### config.mk
export PLATFORM = sky130hd
export DESIGN_NAME = bit_serial_alu_ctrl_flat
export DESIGN_NICKNAME = d
export VERILOG_FILES = /design/src/rtl/bit_serial_alu_ctrl_if.sv /design/src/rtl/bit_serial_alu_ctrl.sv /design/src/flat_wrapper.sv
export SDC_FILE = /design/constraint.sdc
export NUM_CORES = 1
export LEC_CHECK = 0
export BUFFER_PORTS_ARGS = -buffer_cell sky130_fd_sc_hd__buf_2
export CAP_MARGIN = 5
export CELL_PAD_IN_SITES_DETAIL_PLACEMENT = 2
export CELL_PAD_IN_SITES_GLOBAL_PLACEMENT = 2
export CORE_MARGIN = 3
export CORE_UTILIZATION = 34
export CTS_CLUSTER_DIAMETER = 150
export CTS_CLUSTER_SIZE = 14
export DETAILED_ROUTE_END_ITERATION = 6
export PLACE_DENSITY_LB_ADDON = 0.1
export SYNTH_ARGS = -nofsm -noshare
export SYNTH_HDL_FRONTEND = slang
export SYNTH_SLANG_ARGS = --single-unit
export TNS_END_PERCENT = 5
### constraint.sdc
create_clock -name clk -period 2.5 [get_ports clk]
set_input_delay 0.25 -clock clk [delete_from_list [all_inputs] [get_ports clk]]
set_output_delay 0.25 -clock clk [all_outputs]
set_load 0.02 [all_outputs]
### src/rtl/bit_serial_alu_ctrl_if.sv
// Operand/result bundle between a requester and the bit-serial ALU controller.
interface bit_serial_alu_ctrl_if #(
    parameter int WIDTH = 8
);
    logic             start;
    logic [2:0]       op;
    logic [WIDTH-1:0] a;
    logic [WIDTH-1:0] b;
    logic             busy;
    logic             done;
    logic [WIDTH-1:0] result;
    logic             cout;
    logic             zero;
    logic             err;

    modport master (
        output start, op, a, b,
        input  busy, done, result, cout, zero, err
    );

    modport slave (
        input  start, op, a, b,
        output busy, done, result, cout, zero, err
    );
endinterface

### src/rtl/bit_serial_alu_ctrl.sv
// Bit-serial ALU: one operand bit per RUN cycle, LSB first, through a 1-bit slice.
// Result flags are registered only on entry to DONE and held until the next start.
module bit_serial_alu_ctrl #(
    parameter int WIDTH = 8
) (
    input logic                 clk,
    input logic                 reset,
    bit_serial_alu_ctrl_if.slave bus
);
    localparam int CW = $clog2(WIDTH) + 1;

    localparam logic [2:0] OP_AND = 3'b001;
    localparam logic [2:0] OP_OR  = 3'b010;
    localparam logic [2:0] OP_XOR = 3'b011;
    localparam logic [2:0] OP_ADD = 3'b100;
    localparam logic [2:0] OP_SUB = 3'b101;

    typedef enum logic [1:0] {
        IDLE = 2'd0,
        RUN  = 2'd1,
        DONE = 2'd2
    } state_t;

    state_t           state_q;
    logic [CW-1:0]    cnt_q;
    logic             carry_q;
    logic [2:0]       op_q;
    logic [WIDTH-1:0] a_q;
    logic [WIDTH-1:0] b_q;
    logic [WIDTH-1:0] shift_q;
    logic [WIDTH-1:0] result_q;
    logic             busy_q;
    logic             done_q;
    logic             cout_q;
    logic             zero_q;
    logic             err_q;

    logic             bit_d;
    logic             carry_d;
    logic [WIDTH-1:0] shift_d;
    logic             last_d;
    logic             arith_d;
    logic             illegal_d;

    // MOV and the two illegal opcodes all pass operand A through.
    function automatic logic slice_bit(input logic [2:0] op, input logic ai,
                                       input logic bi, input logic ci);
        logic r;
        case (op)
            OP_AND:  r = ai & bi;
            OP_OR:   r = ai | bi;
            OP_XOR:  r = ai ^ bi;
            OP_ADD:  r = ai ^ bi ^ ci;
            OP_SUB:  r = ai ^ ~bi ^ ci;
            default: r = ai;
        endcase
        return r;
    endfunction

    function automatic logic slice_carry(input logic [2:0] op, input logic ai,
                                         input logic bi, input logic ci);
        logic bx;
        logic r;
        bx = (op == OP_SUB) ? ~bi : bi;
        if (op == OP_ADD || op == OP_SUB) r = (ai & bx) | (ai & ci) | (bx & ci);
        else                              r = ci;
        return r;
    endfunction

    always_comb begin
        bit_d     = slice_bit(op_q, a_q[0], b_q[0], carry_q);
        carry_d   = slice_carry(op_q, a_q[0], b_q[0], carry_q);
        shift_d   = {bit_d, shift_q[WIDTH-1:1]};
        last_d    = (cnt_q == CW'(WIDTH - 1));
        arith_d   = (op_q == OP_ADD) || (op_q == OP_SUB);
        illegal_d = op_q[2] & op_q[1];
    end

    always_ff @(posedge clk or posedge reset) begin
        if (reset) begin
            state_q  <= IDLE;
            cnt_q    <= '0;
            carry_q  <= 1'b0;
            op_q     <= '0;
            a_q      <= '0;
            b_q      <= '0;
            shift_q  <= '0;
            result_q <= '0;
            busy_q   <= 1'b0;
            done_q   <= 1'b0;
            cout_q   <= 1'b0;
            zero_q   <= 1'b0;
            err_q    <= 1'b0;
        end else begin
            case (state_q)
                IDLE: begin
                    done_q <= 1'b0;
                    if (bus.start) begin
                        a_q     <= bus.a;
                        b_q     <= bus.b;
                        op_q    <= bus.op;
                        cnt_q   <= '0;
                        carry_q <= (bus.op == OP_SUB);
                        busy_q  <= 1'b1;
                        state_q <= RUN;
                    end
                end
                RUN: begin
                    a_q     <= a_q >> 1;
                    b_q     <= b_q >> 1;
                    carry_q <= carry_d;
                    shift_q <= shift_d;
                    // Counter reaches WIDTH on the last edge; CW bits hold it without wrapping.
                    cnt_q   <= cnt_q + CW'(1);
                    if (last_d) begin
                        result_q <= shift_d;
                        cout_q   <= arith_d & carry_d;
                        zero_q   <= (shift_d == '0);
                        err_q    <= illegal_d;
                        busy_q   <= 1'b0;
                        done_q   <= 1'b1;
                        state_q  <= DONE;
                    end
                end
                DONE: begin
                    done_q  <= 1'b0;
                    state_q <= IDLE;
                end
                default: state_q <= IDLE;
            endcase
        end
    end

    assign bus.busy   = busy_q;
    assign bus.done   = done_q;
    assign bus.result = result_q;
    assign bus.cout   = cout_q;
    assign bus.zero   = zero_q;
    assign bus.err    = err_q;
endmodule
### src/flat_wrapper.sv
// flat-port wrapper written by rule: the top's interface ports become plain ports
module bit_serial_alu_ctrl_flat 
#(
    parameter int WIDTH = 8
)
  (clk, reset, bus_start, bus_op, bus_a, bus_b, bus_busy, bus_done, bus_result, bus_cout, bus_zero, bus_err);
  bit_serial_alu_ctrl_if #(.WIDTH(WIDTH)) bus_i ();
  input logic clk;
  input logic reset;
  input wire logic [$bits(bus_i.start)-1:0] bus_start;
  input wire logic [$bits(bus_i.op)-1:0] bus_op;
  input wire logic [$bits(bus_i.a)-1:0] bus_a;
  input wire logic [$bits(bus_i.b)-1:0] bus_b;
  output wire logic [$bits(bus_i.busy)-1:0] bus_busy;
  output wire logic [$bits(bus_i.done)-1:0] bus_done;
  output wire logic [$bits(bus_i.result)-1:0] bus_result;
  output wire logic [$bits(bus_i.cout)-1:0] bus_cout;
  output wire logic [$bits(bus_i.zero)-1:0] bus_zero;
  output wire logic [$bits(bus_i.err)-1:0] bus_err;
  assign bus_i.start = bus_start;
  assign bus_i.op = bus_op;
  assign bus_i.a = bus_a;
  assign bus_i.b = bus_b;
  assign bus_busy = bus_i.busy;
  assign bus_done = bus_i.done;
  assign bus_result = bus_i.result;
  assign bus_cout = bus_i.cout;
  assign bus_zero = bus_i.zero;
  assign bus_err = bus_i.err;
  bit_serial_alu_ctrl #(.WIDTH(WIDTH)) u_core (.clk(clk), .reset(reset), .bus(bus_i));
endmodule
==> flow_summary.html <==
<table>
<tr><th>Metric</th><th>Value</th></tr>
<tr><th colspan="2">Drt</th></tr>
<tr><td>Vias per Instance</td><td>about 5.4</td></tr>
<tr><td>DRC errors left</td><td>0</td></tr>
<tr><td>Met2 wirelength from detailed routing</td><td>2850 um</td></tr>
<tr><td>Highest metal used</td><td>met4</td></tr>
<tr><td>Starting DRC count in detailed routing</td><td>49</td></tr>
<tr><td>Detailed Route WL</td><td>approximately 5800 um</td></tr>
<tr><td>M1 WL</td><td>between 2000 and 3000 um</td></tr>
<tr><td>Initial DRT Pass Iterations</td><td>4</td></tr>
<tr><td>Routed via count</td><td>~1,800</td></tr>
<tr><td>Post-detailed-route wirelength per cell</td><td>roughly 17 um</td></tr>
<tr><td>DR WL met3</td><td>~190 um</td></tr>
<tr><td>Antenna viol nets, final</td><td>0</td></tr>
<tr><th colspan="2">Final layout</th></tr>
<tr><td>Final net count</td><td>290</td></tr>
<tr><td>Area taken by multi-input logic gates</td><td>920 um2</td></tr>
<tr><td>Share of final-layout standard cells stronger than drive strength 1</td><td>0.196</td></tr>
<tr><td>Antenna Cells</td><td>0</td></tr>
<tr><td>Syn-to-layout area delta</td><td>18.1%</td></tr>
<tr><td>Register cell area after layout</td><td>around 0.0012 mm2</td></tr>
<tr><td>Total of fill cells in the finished design</td><td>694</td></tr>
<tr><th colspan="2">STA</th></tr>
<tr><td>Total negative slack</td><td>0 ps</td></tr>
<tr><td>Worst hold slack</td><td>roughly 160 ps</td></tr>
<tr><td>Final number of max-transition violations</td><td>0</td></tr>
<tr><td>Hold Violations, Final</td><td>0</td></tr>
<tr><td>Worst clock skew</td><td>about 10 ps</td></tr>
<tr><td>Headroom to the max-slew limit</td><td>0.724</td></tr>
<tr><td>Setup repair after global routing missed its margin</td><td>no</td></tr>
<tr><td>Final cycle utilization of the critical path</td><td>0.795</td></tr>
<tr><td>Endpoints failing setup</td><td>0</td></tr>
<tr><td>Tightest Pin Transition</td><td>415 ps</td></tr>
<tr><td>Post-layout minimum cycle time</td><td>around 2000 ps</td></tr>
<tr><td>Max Fclk</td><td>between 0.5 and 0.6 GHz</td></tr>
<tr><th colspan="2">Global routing</th></tr>
<tr><td>First-pass GRT wire length</td><td>between 10,000 and 15,000 um</td></tr>
<tr><td>Via count of the first global-routing pass</td><td>1,925</td></tr>
<tr><td>Total congestion overflow</td><td>0</td></tr>
<tr><td>Overall Global Routing Usage</td><td>0.174</td></tr>
<tr><td>Pin count of the biggest net entering global routing</td><td>24</td></tr>
<tr><td>Initial antenna violation count</td><td>0</td></tr>
<tr><th colspan="2">Synth</th></tr>
<tr><td>Nets in the synthesized netlist</td><td>between 200 and 300</td></tr>
<tr><td>Share of synthesized area occupied by flip-flops and latches</td><td>0.538</td></tr>
<tr><td>Average cell area after synthesis</td><td>between 9 and 10 um2</td></tr>
<tr><td>Fraction of registers with async set or reset after synthesis</td><td>1.00</td></tr>
<tr><td>Top_reg_cell synth</td><td>sky130_fd_sc_hd__dfrtp_1</td></tr>
<tr><td>Mapped Area</td><td>~0.0021 mm2</td></tr>
<tr><td>Fraction of synthesized cell area taken by the top area cell type</td><td>0.538</td></tr>
<tr><td>Most area-hungry cell type in the Yosys netlist</td><td>sky130_fd_sc_hd__dfrtp_1</td></tr>
<tr><td>Cell with the most instances after synthesis</td><td>sky130_fd_sc_hd__nand2_1</td></tr>
<tr><td>Count of flip-flops with a built-in enable after synthesis</td><td>0</td></tr>
<tr><td>Ranking of synthesized cells by instance count</td><td>59 x sky130_fd_sc_hd__nand2_1, 46 x sky130_fd_sc_hd__dfrtp_1, 21 x sky130_fd_sc_hd__o21ai_0</td></tr>
<tr><td>Number of distinct library cell variants in the gate-level netlist after synthesis</td><td>33</td></tr>
<tr><td>#FFs+latches synth</td><td>46</td></tr>
<tr><td>Gate Count Post-Synth</td><td>229</td></tr>
<tr><td>Number of synthesis warnings</td><td>0</td></tr>
<tr><td>Largest cells by area after synthesis</td><td>sky130_fd_sc_hd__dfrtp_1 54%, sky130_fd_sc_hd__nand2_1 10%, sky130_fd_sc_hd__nor2b_1 5.3%, sky130_fd_sc_hd__a22oi_1 4.9%, sky130_fd_sc_hd__o21ai_0 4.9%</td></tr>
<tr><th colspan="2">Floorplan</th></tr>
<tr><td>DIE AREA</td><td>0.00728 mm2</td></tr>
<tr><td>Area of the core</td><td>0.00599 mm2</td></tr>
<tr><td># IOs</td><td>35</td></tr>
<tr><td>Die boundary height</td><td>around 85 um</td></tr>
<tr><td>Initial core utilization</td><td>0.357</td></tr>
<tr><td>DIE WIDTH</td><td>between 80 and 90 um</td></tr>
<tr><td>Num rows</td><td>28</td></tr>
<tr><th colspan="2">Worst setup path</th></tr>
<tr><td>CP endpoint kind</td><td>flip-flop</td></tr>
<tr><td>Type of the setup path with the least slack</td><td>flip-flop to flip-flop</td></tr>
<tr><td>Arrival @ worst endpoint</td><td>2230 ps</td></tr>
<tr><td>CP Buf/Inv Count</td><td>1</td></tr>
<tr><td>CP Data Required Time</td><td>2740 ps</td></tr>
<tr><td>Top cell family by delay on the critical path</td><td>simple AND/OR/NAND/NOR gates</td></tr>
<tr><td>Length in cells of the worst reg-to-reg path</td><td>6</td></tr>
<tr><td>Cells along the critical path</td><td>inv_1, ha_1, and4bb_1, or4_1, a31oi_1, mux2_2</td></tr>
<tr><td>Critical Path Fanout Max</td><td>6</td></tr>
<tr><td>Critical path depth in cells</td><td>6</td></tr>
<tr><td>Critical Path Max Stage Delay</td><td>approximately 460 ps</td></tr>
<tr><td>Highest-delay cell along the critical path</td><td>sky130_fd_sc_hd__dfrtp_1</td></tr>
<tr><td>Worst Setup Start Kind</td><td>flip-flop</td></tr>
<tr><th colspan="2">Worst hold path</th></tr>
<tr><td>Path class of the lowest-slack min-delay path</td><td>input pin to flip-flop</td></tr>
<tr><td>Number of cells on the worst hold path</td><td>3</td></tr>
<tr><th colspan="2">Clock network</th></tr>
<tr><td>Post-CTS Setup Inserts</td><td>0</td></tr>
<tr><td>CTS Buffer Depth</td><td>2</td></tr>
<tr><td>Clk root buf</td><td>sky130_fd_sc_hd__clkbuf_8</td></tr>
<tr><td>Clk sink count</td><td>46</td></tr>
<tr><td>Max H-tree Level</td><td>2</td></tr>
<tr><td>Insertion delay of the later-clocked pin in the worst-skew pair</td><td>roughly 300 ps</td></tr>
<tr><td>TritonCTS clock tree</td><td>built</td></tr>
<tr><td>Clock transition at path regs</td><td>roughly 90 ps</td></tr>
<tr><td>TritonCTS Buffers</td><td>5</td></tr>
<tr><th colspan="2">Power and ir drop</th></tr>
<tr><td>Maximum vdd drop</td><td>around 0.41 mV</td></tr>
<tr><td>Power per cell area</td><td>about 1200 mW/mm2</td></tr>
<tr><td>Standby leakage power</td><td>1.22 nW</td></tr>
<tr><th colspan="2">Run</th></tr>
<tr><td>Max-capacitance violation count</td><td>0</td></tr>
<tr><th colspan="2">Placed design</th></tr>
<tr><td>Routability congestion estimate</td><td>just over 0.7</td></tr>
<tr><td>Placed wire-length estimate</td><td>4110 um</td></tr>
<tr><td>Port-buffer cells</td><td>34</td></tr>
<tr><th colspan="2">Status</th></tr>
<tr><td>Status</td><td>finished, final reports clean</td></tr>
</table>
[area by class of cell]
class / count / area share
inverter: 4 / 0.00595
clock inverter: 1 / 0.0119
sequential: 46 / 0.456
tap: 75 / 0.0372
multi-input combinational: 166 / 0.364
timing repair buffer: 42 / 0.0922
clock buffer: 6 / 0.0327
[cells by family (layout without fill, tap and decap cells)]
group | Yosys count | in the layout | synth area share
AND/OR/NAND/NOR | 97 | 97 | 0.217
AO/OA/AOI/OAI | 61 | 61 | 0.171
flip-flops | 46 | 46 | 0.538
buffers and inverters | 17 | 53 | 0.0316
adder cells (fa/ha/maj) | 3 | 3 | 0.0176
multiplexers | 3 | 3 | 0.0158
XOR/XNOR | 2 | 2 | 0.00819
[sequential cells by signal (all words and copies together), names as in the netlist]
| register | cells |
|---|---|
| u_core.a_q | 8 |
| u_core.b_q | 8 |
| u_core.op_q | 3 |
| u_core.state_q | 2 |
| u_core.bus.zero | 1 |
| u_core.bus.err | 1 |
| u_core.bus.result | 8 |
| u_core.bus.done | 1 |
| u_core.carry_q | 1 |
| u_core.shift_q | 7 |
| u_core.cnt_q | 4 |
| u_core.bus.cout | 1 |
| u_core.bus.busy | 1 |
[cell usage in the layout (no fill, tap or decap), drive strengths merged, types with 2 or more instances in the layout]
cell / instances
a21oi: 16
nand2b: 3
or3: 2
nand3: 3
buf: 41
o21ai: 22
ha: 3
a2bb2oi: 2
clkbuf: 6
a22oi: 14
mux2: 3
a22o: 2
nor2b: 18
dfrtp: 46
nand2: 59
nor2: 3
xnor2: 2
inv: 4
[routing by layer]
metal	vias to the layer above	GRT usage
li1	856	-
met1	930	0.236
met2	30	0.288
met3	6	0.0330
met4	0	0.0432
met5	-	0
[worst register-to-register path, cell delays in order, from the launching register on]
cell	delay, ps
sky130_fd_sc_hd__dfrtp_1	460
sky130_fd_sc_hd__inv_1	100
sky130_fd_sc_hd__ha_1	310
sky130_fd_sc_hd__and4bb_1	210
sky130_fd_sc_hd__or4_1	400
sky130_fd_sc_hd__a31oi_1	250
sky130_fd_sc_hd__mux2_2	190
[through the flow]
stage / cells / util / power (mW) / setup WS [ps] / instance area, um2
detailed placement: 332 / 0.401 / 2.54 / 531 / 2400
finish: 340 / 0.421 / 3.08 / 513 / 2520
global route: 340 / 0.421 / 3.35 / 344 / 2520
global placement: 332 / 0.401 / 2.48 / 595 / 2400
CTS: 340 / 0.421 / 3.13 / 498 / 2520
floorplan: 229 / - / 2.13 / 729 / 2140
[power by group]
group	leakage (nW)	switching (mW)	internal, mW
Sequential	0.587	0.275	1.06
Clock	0.0573	0.254	0.320
Combinational	0.571	0.678	0.492
Total	1.22	1.21	1.87
[final timing paths]
check,start,endpoint,slack (ps)
max,u_core.a_q[0],u_core.shift_q[7],510
min,bus_op[1],u_core.op_q[1],160
max reg2reg,u_core.a_q[0],u_core.shift_q[7],510
min reg2reg,u_core.bus.result[0],u_core.bus.result[0],480
max in group asynchronous,reset,u_core.carry_q,1600
min in group asynchronous,reset,u_core.bus.done,380
[timing repair]
item	in CTS	in global routing
endpoints found under the hold margin	6	0
hold buffers	1	0
gates resized for setup	0	0
(Power assumes the default switching activity.)
